$ cat src/rtl/instr_decode_stage.sv
// instr_decode_stage: registered MIPS-I decode stage between fetch and execute.
// Splits the instruction into its fields, extends the immediate, classifies
// the instruction and carries its PC, with valid/ready on both sides.
// Optional feature macro: ID_LOAD_USE_STALL_EN enables the load-use stall;
// without it no stall is ever inserted and hazard_stall is tied low.

module instr_decode_stage #(
  parameter int IMM_EXT_W = 32,
  parameter int PC_W      = 32
) (
  input  logic                 clk,
  input  logic                 rst,
  input  logic                 flush,
  input  logic                 in_valid,
  output logic                 in_ready,
  input  logic [31:0]          in_instr,
  input  logic [PC_W-1:0]      in_pc,
  output logic                 out_valid,
  input  logic                 out_ready,
  output logic [5:0]           out_op,
  output logic [5:0]           out_func,
  output logic [4:0]           out_rs,
  output logic [4:0]           out_rt,
  output logic [4:0]           out_rd,
  output logic [4:0]           out_sa,
  output logic [IMM_EXT_W-1:0] out_imm_ext,
  output logic [25:0]          out_addr,
  output logic [PC_W-1:0]      out_pc,
  output logic [1:0]           out_type,
  output logic                 out_is_load,
  output logic                 hazard_stall
);

  // Opcodes the stage needs to recognise
  localparam logic [5:0] OP_SPECIAL = 6'h00;
  localparam logic [5:0] OP_J       = 6'h02;
  localparam logic [5:0] OP_JAL     = 6'h03;
  localparam logic [5:0] OP_BEQ     = 6'h04;
  localparam logic [5:0] OP_BNE     = 6'h05;
  localparam logic [5:0] OP_ANDI    = 6'h0C;
  localparam logic [5:0] OP_ORI     = 6'h0D;
  localparam logic [5:0] OP_XORI    = 6'h0E;
  localparam logic [5:0] OP_LB      = 6'h20;
  localparam logic [5:0] OP_LH      = 6'h21;
  localparam logic [5:0] OP_LW      = 6'h23;
  localparam logic [5:0] OP_LBU     = 6'h24;
  localparam logic [5:0] OP_LHU     = 6'h25;
  localparam logic [5:0] OP_SW      = 6'h2B;

  typedef enum logic [1:0] {
    TYPE_R = 2'd0,
    TYPE_I = 2'd1,
    TYPE_J = 2'd2
  } instr_type_e;

  // Instruction class from the primary opcode
  function automatic instr_type_e decode_type(input logic [5:0] op);
    instr_type_e t;
    case (op)
      OP_SPECIAL:     t = TYPE_R;
      OP_J, OP_JAL:   t = TYPE_J;
      default:        t = TYPE_I;
    endcase
    return t;
  endfunction

  // Loads are the only producers that can cause a load-use hazard
  function automatic logic is_load_op(input logic [5:0] op);
    logic r;
    case (op)
      OP_LB, OP_LH, OP_LW, OP_LBU, OP_LHU: r = 1'b1;
      default:                             r = 1'b0;
    endcase
    return r;
  endfunction

  // Instructions that read rt as a source register
  function automatic logic uses_rt_op(input logic [5:0] op);
    logic r;
    case (op)
      OP_SPECIAL, OP_SW, OP_BEQ, OP_BNE: r = 1'b1;
      default:                           r = 1'b0;
    endcase
    return r;
  endfunction

  // Logical immediates are zero-extended; everything else is sign-extended
  function automatic logic zero_ext_op(input logic [5:0] op);
    logic r;
    case (op)
      OP_ANDI, OP_ORI, OP_XORI: r = 1'b1;
      default:                  r = 1'b0;
    endcase
    return r;
  endfunction

  // Extend a 16-bit immediate to IMM_EXT_W; fill-then-overwrite works for IMM_EXT_W==16 too
  function automatic logic [IMM_EXT_W-1:0] extend_imm(input logic [15:0] imm,
                                                      input logic        zero_ext);
    logic [IMM_EXT_W-1:0] r;
    logic                 fill;
    fill = zero_ext ? 1'b0 : imm[15];
    r = {IMM_EXT_W{fill}};
    r[15:0] = imm;
    return r;
  endfunction

  // Fields of the incoming instruction
  logic [5:0] in_op_s;
  logic [4:0] in_rs_s;
  logic [4:0] in_rt_s;

  assign in_op_s = in_instr[31:26];
  assign in_rs_s = in_instr[25:21];
  assign in_rt_s = in_instr[20:16];

  // Stage registers
  logic                 valid_q,   valid_d;
  logic [5:0]           op_q,      op_d;
  logic [5:0]           func_q,    func_d;
  logic [4:0]           rs_q,      rs_d;
  logic [4:0]           rt_q,      rt_d;
  logic [4:0]           rd_q,      rd_d;
  logic [4:0]           sa_q,      sa_d;
  logic [IMM_EXT_W-1:0] imm_ext_q, imm_ext_d;
  logic [25:0]          addr_q,    addr_d;
  logic [PC_W-1:0]      pc_q,      pc_d;
  logic [1:0]           type_q,    type_d;
  logic                 is_load_q, is_load_d;

  logic hazard_s;
  logic accept_s;

`ifdef ID_LOAD_USE_STALL_EN
  // Load in the stage whose destination is read by the waiting instruction
  always_comb begin
    hazard_s = 1'b0;
    if (in_valid && valid_q && is_load_q && (rt_q != 5'd0)) begin
      hazard_s = (in_rs_s == rt_q) || (uses_rt_op(in_op_s) && (in_rt_s == rt_q));
    end else begin
      hazard_s = 1'b0;
    end
  end
`else
  // Load-use stall compiled out: the stage never blocks for a hazard
  always_comb begin
    hazard_s = 1'b0;
  end
`endif

  // Accept when not flushing, not stalled, and the output slot is free or draining
  always_comb begin
    in_ready = !flush && !hazard_s && (!valid_q || out_ready);
    accept_s = in_valid && in_ready;
  end

  // Next-state: flush empties, accept loads a new decode, handshake drains to a bubble
  always_comb begin
    valid_d   = valid_q;
    op_d      = op_q;
    func_d    = func_q;
    rs_d      = rs_q;
    rt_d      = rt_q;
    rd_d      = rd_q;
    sa_d      = sa_q;
    imm_ext_d = imm_ext_q;
    addr_d    = addr_q;
    pc_d      = pc_q;
    type_d    = type_q;
    is_load_d = is_load_q;
    if (flush) begin
      valid_d = 1'b0;
    end else if (accept_s) begin
      valid_d   = 1'b1;
      op_d      = in_op_s;
      func_d    = in_instr[5:0];
      rs_d      = in_rs_s;
      rt_d      = in_rt_s;
      rd_d      = in_instr[15:11];
      sa_d      = in_instr[10:6];
      imm_ext_d = extend_imm(in_instr[15:0], zero_ext_op(in_op_s));
      addr_d    = in_instr[25:0];
      pc_d      = in_pc;
      type_d    = decode_type(in_op_s);
      is_load_d = is_load_op(in_op_s);
    end else if (valid_q && out_ready) begin
      valid_d = 1'b0;
    end else begin
      valid_d = valid_q;
    end
  end

  // State register with synchronous reset clearing every field
  always_ff @(posedge clk) begin
    if (rst) begin
      valid_q   <= 1'b0;
      op_q      <= 6'd0;
      func_q    <= 6'd0;
      rs_q      <= 5'd0;
      rt_q      <= 5'd0;
      rd_q      <= 5'd0;
      sa_q      <= 5'd0;
      imm_ext_q <= {IMM_EXT_W{1'b0}};
      addr_q    <= 26'd0;
      pc_q      <= {PC_W{1'b0}};
      type_q    <= 2'd0;
      is_load_q <= 1'b0;
    end else begin
      valid_q   <= valid_d;
      op_q      <= op_d;
      func_q    <= func_d;
      rs_q      <= rs_d;
      rt_q      <= rt_d;
      rd_q      <= rd_d;
      sa_q      <= sa_d;
      imm_ext_q <= imm_ext_d;
      addr_q    <= addr_d;
      pc_q      <= pc_d;
      type_q    <= type_d;
      is_load_q <= is_load_d;
    end
  end

  assign out_valid    = valid_q;
  assign out_op       = op_q;
  assign out_func     = func_q;
  assign out_rs       = rs_q;
  assign out_rt       = rt_q;
  assign out_rd       = rd_q;
  assign out_sa       = sa_q;
  assign out_imm_ext  = imm_ext_q;
  assign out_addr     = addr_q;
  assign out_pc       = pc_q;
  assign out_type     = type_q;
  assign out_is_load  = is_load_q;
  assign hazard_stall = hazard_s;

endmodule
$ cat config.mk
export PLATFORM = sky130hd
export DESIGN_NAME = instr_decode_stage
export DESIGN_NICKNAME = d
export VERILOG_FILES = /design/src/rtl/instr_decode_stage.sv
export SDC_FILE = /design/constraint.sdc
export NUM_CORES = 1
export LEC_CHECK = 0
export ABC_AREA = 1
export BUFFER_PORTS_ARGS = -buffer_cell sky130_fd_sc_hd__buf_2
export CAP_MARGIN = 20
export CORE_AREA = 10 10 92 94
export CTS_CLUSTER_DIAMETER = 150
export DETAILED_ROUTE_END_ITERATION = 10
export DIE_AREA = 0 0 102 104
export PLACE_DENSITY_LB_ADDON = 0.05
export SLEW_MARGIN = 5
export SYNTH_ARGS = -nofsm -noshare
export SYNTH_HDL_FRONTEND = slang
export SYNTH_SLANG_ARGS = --single-unit
export TNS_END_PERCENT = 20
$ cat constraint.sdc
create_clock -name clk -period 1.7 [get_ports clk]
set_input_delay 0.255 -clock clk [delete_from_list [all_inputs] [get_ports clk]]
set_output_delay 0.255 -clock clk [all_outputs]
set_load 0.01 [all_outputs]
==> out/metrics.yaml, run 1 <==
drt:
  viasPerCell: 4.59
  drc_errors: 0
  vias: 2751
  dr.pass1.iters: 4
  wire_per_inst_um: 14.5
  drt-total-wl_mm: 8.68
  postRouteAntennaNets: 0
  drt_iter0_markers: 81
cells_and_area:
  fin_cells: 600
  nNetsFinal: 585
  antennaDiodeCount: 0
  nFillCells: 672
  multi_input_area_sq_um: 956
  syn_to_final_growth_pct: 28.0
  drive_above_1_share_pct: 42.9
  regArea_sq_um: 1380
  postLayoutCoreUtil_pct: 56.2
worst_hold_path:
  hold_class: "primary input to flip-flop"
  min-delay-start: "flush"
  hold_end: "out_valid"
  hold_depth: 2
sta:
  period_minus_slack_ps: 1350
  max-slew-margin-rel_pct: 65.0
  finalCritPeriodShare_pct: 79.6
  rsz0062_at_grt: "false"
  tightest_slew_ps: 525
  finClkSkew_ps: 5.60
  max_freq_mhz: 739
  holdWs_ps: 102
  report.final.slew_viol_count: 0
  hold_violations: 0
  setup_viol_count_final: 0
  setup_slack_ps: 347
  setup_tns_ps: 0
clock_network:
  cts_setup_buffers: 0
  clock-sinks: 69
  cts_resized: 0
  cts_buffers: 9
  clockBufferDepth: 2
  root_buffer: "clkbuf_8"
  cts_tree: "done"
  clkLatencyLatePin_ps: 340
  htreeDepth: 3
  clkSlewWorstSetupHoldPaths_ps: 70
  ctsHoldBuffers: 0
worst_setup_path:
  path_cells: "buf_2"
  slowest_delay_ps: 550
  worst-path-buf-inv: 1
  required_ps: 1440
  crit_arrival_ps: 1100
  worstSetupStartpointType: "flip-flop"
  crit_fanout: 17
  ff2ff_path_depth: 7
  rrSetupSlack_ps: 400
  rr_endpoint: "out_is_load"
  critical_path_class: "flip-flop to primary output"
  cp_top_family: "flip-flops"
  cpMaxStageDelayCell: "dfxtp_1"
  rr_startpoint: "out_valid"
  cp-end-kind: "primary output"
yosys:
  syn_inst: 383
  synth_xor_area_share_pct: 0
  synth_most_common_cell: "nand2_1"
  synthArstFlopShare_pct: 0
  yosysTopAreaCellShare_pct: 47.0
  ys_ff_latch: 69
  synth_enable_flop_cells: 0
  syn_avg_cell_area_sq_um: 7.67
  muxShareOfSynthArea_pct: 0
  synth_common_cells: "nand2_1 (139), dfxtp_1 (69), a21oi_1 (67), buf_4 (59), clkbuf_1 (9)"
  synth_ff_type: "dfxtp_1"
  synthAdderAreaFrac_pct: 0
  netlist-cell-type-count: 18
  synth_compound_area_share_pct: 11.7
  synth_nets: 452
  synth_top_cells_by_area: "dfxtp_1 (47%), nand2_1 (18%), buf_4 (15%), a21oi_1 (11%), buf_6 (1.5%)"
  synth_top_family_by_area: "simple AND/OR/NAND/NOR gates"
  yosys_warnings: 0
  synthesis.area_sq_um: 2940
  seq_area_frac_synth_pct: 47.0
  synth-simple-area-share_pct: 20.7
  yosys.area.top_type: "dfxtp_1"
pwr:
  leakagePower_uw: 0.00199
  p_per_area_nw_per_um2: 934
  vdd_drop_max_mv: 0.602
floorplanning:
  row_count: 30
  die_area_sq_um: 10600
  die_y_um: 104
  dieWidth_um: 102
  io_pins: 197
  start_util_pct: 44.0
  core_area_sq_um: 6680
placement:
  place.gp.congestion: 0.720
  placed_cells: 585
  place_hpwl_mm: 6.68
  io_buffers: 195
  post-place-ws_ps: 353
global_routing:
  grt_pass1_vias: 2739
  antenna_found_initial: 0
  grt_start_max_net_pins: 35
  track_usage_pct: 16.0
  grt_pass1_wl_mm: 13.6
  overflow: 0
run:
  maxCapViolCount: 0
status:
  status: "finished clean"
-- layout make-up --
class	count	area share [%]
clock inverters	6	1.47
multi-input cells	224	25.4
inverters	10	0.999
flip-flops and latches	69	36.8
repair buffers	202	29.4
clock buffers	9	3.30
well taps	80	2.66
-- through the flow --
stage | power, uW | area [sq um]
floorplan | 2110 | 2940
global placement | 2300 | 3580
detailed placement | 2310 | 3580
CTS | 3570 | 3760
global route | 3700 | 3760
finish | 3510 | 3760
-- kinds of logic after synthesis --
| family | Yosys count |
|---|---|
| AO/OA/AOI/OAI | 68 |
| buffers and inverters | 90 |
| flip-flops | 69 |
| other | 1 |
| AND/OR/NAND/NOR | 155 |
-- metal layers --
| metal | wire length, um | global-route usage (%) | part of all wire, % | up-vias |
|---|---|---|---|---|
| met5 | 0 | 0 | 0 | - |
| met4 | 181 | 7.46 | 2.1 | 0 |
| met3 | 1040 | 7.04 | 12 | 17 |
| met2 | 4140 | 26.3 | 48 | 122 |
| met1 | 3330 | 16.9 | 38 | 1207 |
| li1 | - | - | - | 1405 |
-- power by group --
group / leakage, uW / total [uW] / internal [uW] / switching, uW
Clock: 0.0000984 / 1250 / 656 / 594
Sequential: 0.000564 / 1740 / 1690 / 44.7
Combinational: 0.00132 / 523 / 229 / 294
-- worst max-delay path by stage --
stage	from	endpoint	depth (start not counted)
2_1_floorplan	out_valid	out_pc[21]	6
3_3_place_gp	out_ready	out_is_load	9
3_5_place_dp	out_ready	out_is_load	9
4_1_cts	out_imm_ext[16]	out_imm_ext[19]	1
5_1_grt	out_imm_ext[16]	out_imm_ext[22]	1
6_report	out_imm_ext[16]	out_imm_ext[22]	1
-- sequential cells by signal, summed over array words and instances, names as in the netlist, 4 cells and up --
name and cells:
out_op 6, out_imm_ext 4, out_rd 4, out_func 5, out_sa 4, out_pc 32, out_rt 4, out_rs 5
-- layout by cell type, fill, tap and decap left out, types with 2 or more instances in the layout --
master and instances:
a21oi_1 67, buf_12 6, buf_2 195, clkbuf_8 9, clkinv_2 5, dfxtp_1 69, inv_1 8, inv_2 2
nand2_1 139, nand2_2 2, nand3_1 4, nor2_1 6
-- worst register-to-register path, cell delays in order, from the launching register on --
cell and delay (ps):
dfxtp_1 320, nand2_2 100, nand3_2 240, buf_12 270, nand2_1 80, inv_1 30, nor2_1 90, nor2_1 40
No activity file was read; power rests on OpenSTA's default activity.
==> inputs of run 2 (changes only) <==
Settings changed: CORE_AREA 10 10 92 94 to 10 10 99 101, DIE_AREA 0 0 102 104 to 0 0 109 111.
Clock period 1.7 ns to 1.2 ns, I/O delays scaled along.
==> out/metrics.yaml, run 2 (synthesized netlist as in run 1, its figures left out) <==
drt:
  drt-total-wl_mm: 8.84  # was 8.68 mm
  viasPerCell: 4.43  # was 4.59
  drc_errors: 0  # unchanged
  vias: 2781  # was 2751
  postRouteAntennaNets: 0  # unchanged
  drt_iter0_markers: 128  # was 81
  wire_per_inst_um: 14.1  # was 14.5 um
  dr.pass1.iters: 4  # unchanged
worst_setup_path:
  cpMaxStageDelayCell: "dfxtp_2"  # was dfxtp_1
  crit_arrival_ps: 1000  # was 1100 ps
  worstSetupStartpointType: "flip-flop"  # unchanged
  crit_fanout: 4  # was 17
  cp-end-kind: "primary output"  # unchanged
  path_cells: "nand2_4 > nand2_4 > inv_1 > buf_2"  # was buf_2
  rr_startpoint: "out_valid"  # unchanged
  critical_path_class: "flip-flop to primary output"  # unchanged
  cp-startpoint: "out_valid"  # was out_imm_ext[16]
  crit_path_frequent_cell: "nand2_4"
  required_ps: 1020  # was 1440 ps
  slowest_delay_ps: 350  # was 550 ps
placement:
  place_hpwl_mm: 6.71  # was 6.68 mm
  dpl_cell_area_sq_um: 3590  # was 3580 sq um
  io_buffers: 195  # unchanged
  place.gp.congestion: 0.712  # was 0.720
  placed_cells: 611  # was 585
clock_network:
  clock-sinks: 69  # unchanged
  root_buffer: "clkbuf_8"  # unchanged
  clockBufferDepth: 2  # unchanged
  clkLatencyLatePin_ps: 330  # was 340 ps
  htreeDepth: 3  # unchanged
  cts_tree: "done"  # unchanged
  clkSlewWorstSetupHoldPaths_ps: 70  # about the same
  cts_buffers: 9  # unchanged
floorplanning:
  die_y_um: 111  # was 104 um
  die_area_sq_um: 12100  # was 10600 sq um
  dieWidth_um: 109  # was 102 um
  row_count: 33  # was 30
  core_area_sq_um: 7970  # was 6680 sq um
  start_util_pct: 36.9  # was 44.0%
  io_pins: 197  # unchanged
global_routing:
  track_usage_pct: 14.0  # was 16.0%
  grt_pass1_wl_mm: 13.8  # was 13.6 mm
  antenna_found_initial: 0  # unchanged
  grt_start_max_net_pins: 40  # was 35
  overflow: 0  # unchanged
  grt_pass1_vias: 2717  # was 2739
cells_and_area:
  drive_above_1_share_pct: 44.0  # was 42.9%
  nNetsFinal: 587  # was 585
  layout_commonest_cell: "buf_2"  # unchanged
  fin_cells: 628  # was 600
  mostFrequentLayoutCells: "buf_2 (195), nand2_1 (139), dfxtp_1 (67)"  # was buf_2 (195), nand2_1 (139), dfxtp_1 (69)
  largest_register_ff_count: 32  # unchanged
  stdcell_area_sq_um: 3790  # was 3760 sq um
  antennaDiodeCount: 0  # unchanged
  syn_to_final_growth_pct: 29.2  # was 28.0%
pwr:
  vdd_drop_max_mv: 0.638  # was 0.602 mV
  switchingPower_uw: 1280  # was 932 uW
  p_comb_share_pct: 15.7  # was 14.9%
  power.internal_uw: 3470  # was 2580 uW
  p_per_area_nw_per_um2: 1250  # was 934 nW/um^2
  leakagePower_uw: 0.00197  # was 0.00199 uW
  switching_share_pct: 27.0  # was 26.6%
  power_frac_seq_pct: 51.8  # was 49.5%
  pwr-share-clk_pct: 32.5  # was 35.6%
sta:
  report.final.slew_viol_count: 0  # unchanged
  finalCritPeriodShare_pct: 98.1
  period_minus_slack_ps: 1180
  finClkSkew_ps: 5.95  # was 5.60 ps
  hold_violations: 0  # unchanged
  rsz0062_at_grt: "true"  # was false
  setup_viol_count_final: 0  # unchanged
  max_freq_mhz: 849
worst_hold_path:
  min-delay-start: "flush"  # unchanged
  hold_class: "primary input to flip-flop"  # unchanged
run:
  maxCapViolCount: 0  # unchanged
status:
  status: "finished clean"  # unchanged
[run 2: final timing paths]
kind / endpoint / slack [ps] / cells past startpoint
max reg2reg: out_pc[22] / 70 / 6
min reg2reg: out_pc[23] / 460 / 2
min: out_valid / 30 / 2
max: in_ready / 20 / 4
[run 2: worst max-delay path, delay by kind of cell (launching register included)]
family / cells / cell delay, ps
DFF: 1 / 350
buffers and inverters: 2 / 170
and+or+nand+nor: 2 / 150
[run 2: repair_timing]
item                       4_1_cts  5_1_grt
setup buffers                    0        1
setup endpoints to repair       17       63
resized for setup                1       11
pin swaps                        0        1
hold buffers                     0        0
[run 2: stage by stage]
stage	setup WS (ps)	TNS (ps)	hold slack, ps	utilization [%]	total power, uW
2_1_floorplan	79.1	0	258	-	2980
3_3_place_gp	106	0	382	45.1	3250
3_5_place_dp	44.3	0	381	45.1	3260
4_1_cts	-57.4	-57.4	17.2	47.0	4830
5_1_grt	-29.5	-71.1	24.7	47.6	5030
6_report	22.7	0	32.7	47.6	4750
[run 2: layout make-up]
class                           instances  area, sq um
Multi-Input combinational cell        224          992
Timing Repair Buffer                  204         1090
Clock inverter                          2         10.0
Inverter                               10         37.5
Sequential cell                        69         1390
Clock buffer                           14          143
Fill cell                             858         4180
Tap cell                              105          131
[run 2: power by group through the flow]
stage               clock [uW]  combinational, uW  sequential [uW]
floorplan                    0                421             2560
global route              1720                829             2480
detailed placement           0                747             2510
global placement             0                746             2510
CTS                       1620                749             2460
finish                    1550                743             2460
[run 2: metal layers]
layer / share of wire, % / wire length [um] / track usage, % / vias to the layer above
li1: - / - / - / 1414
met1: 37 / 3250 / 14.8 / 1247
met2: 49 / 4310 / 23.4 / 110
met3: 13 / 1160 / 6.92 / 10
met4: 1.4 / 120 / 5.01 / 0
met5: 0 / 0 / 0 / -
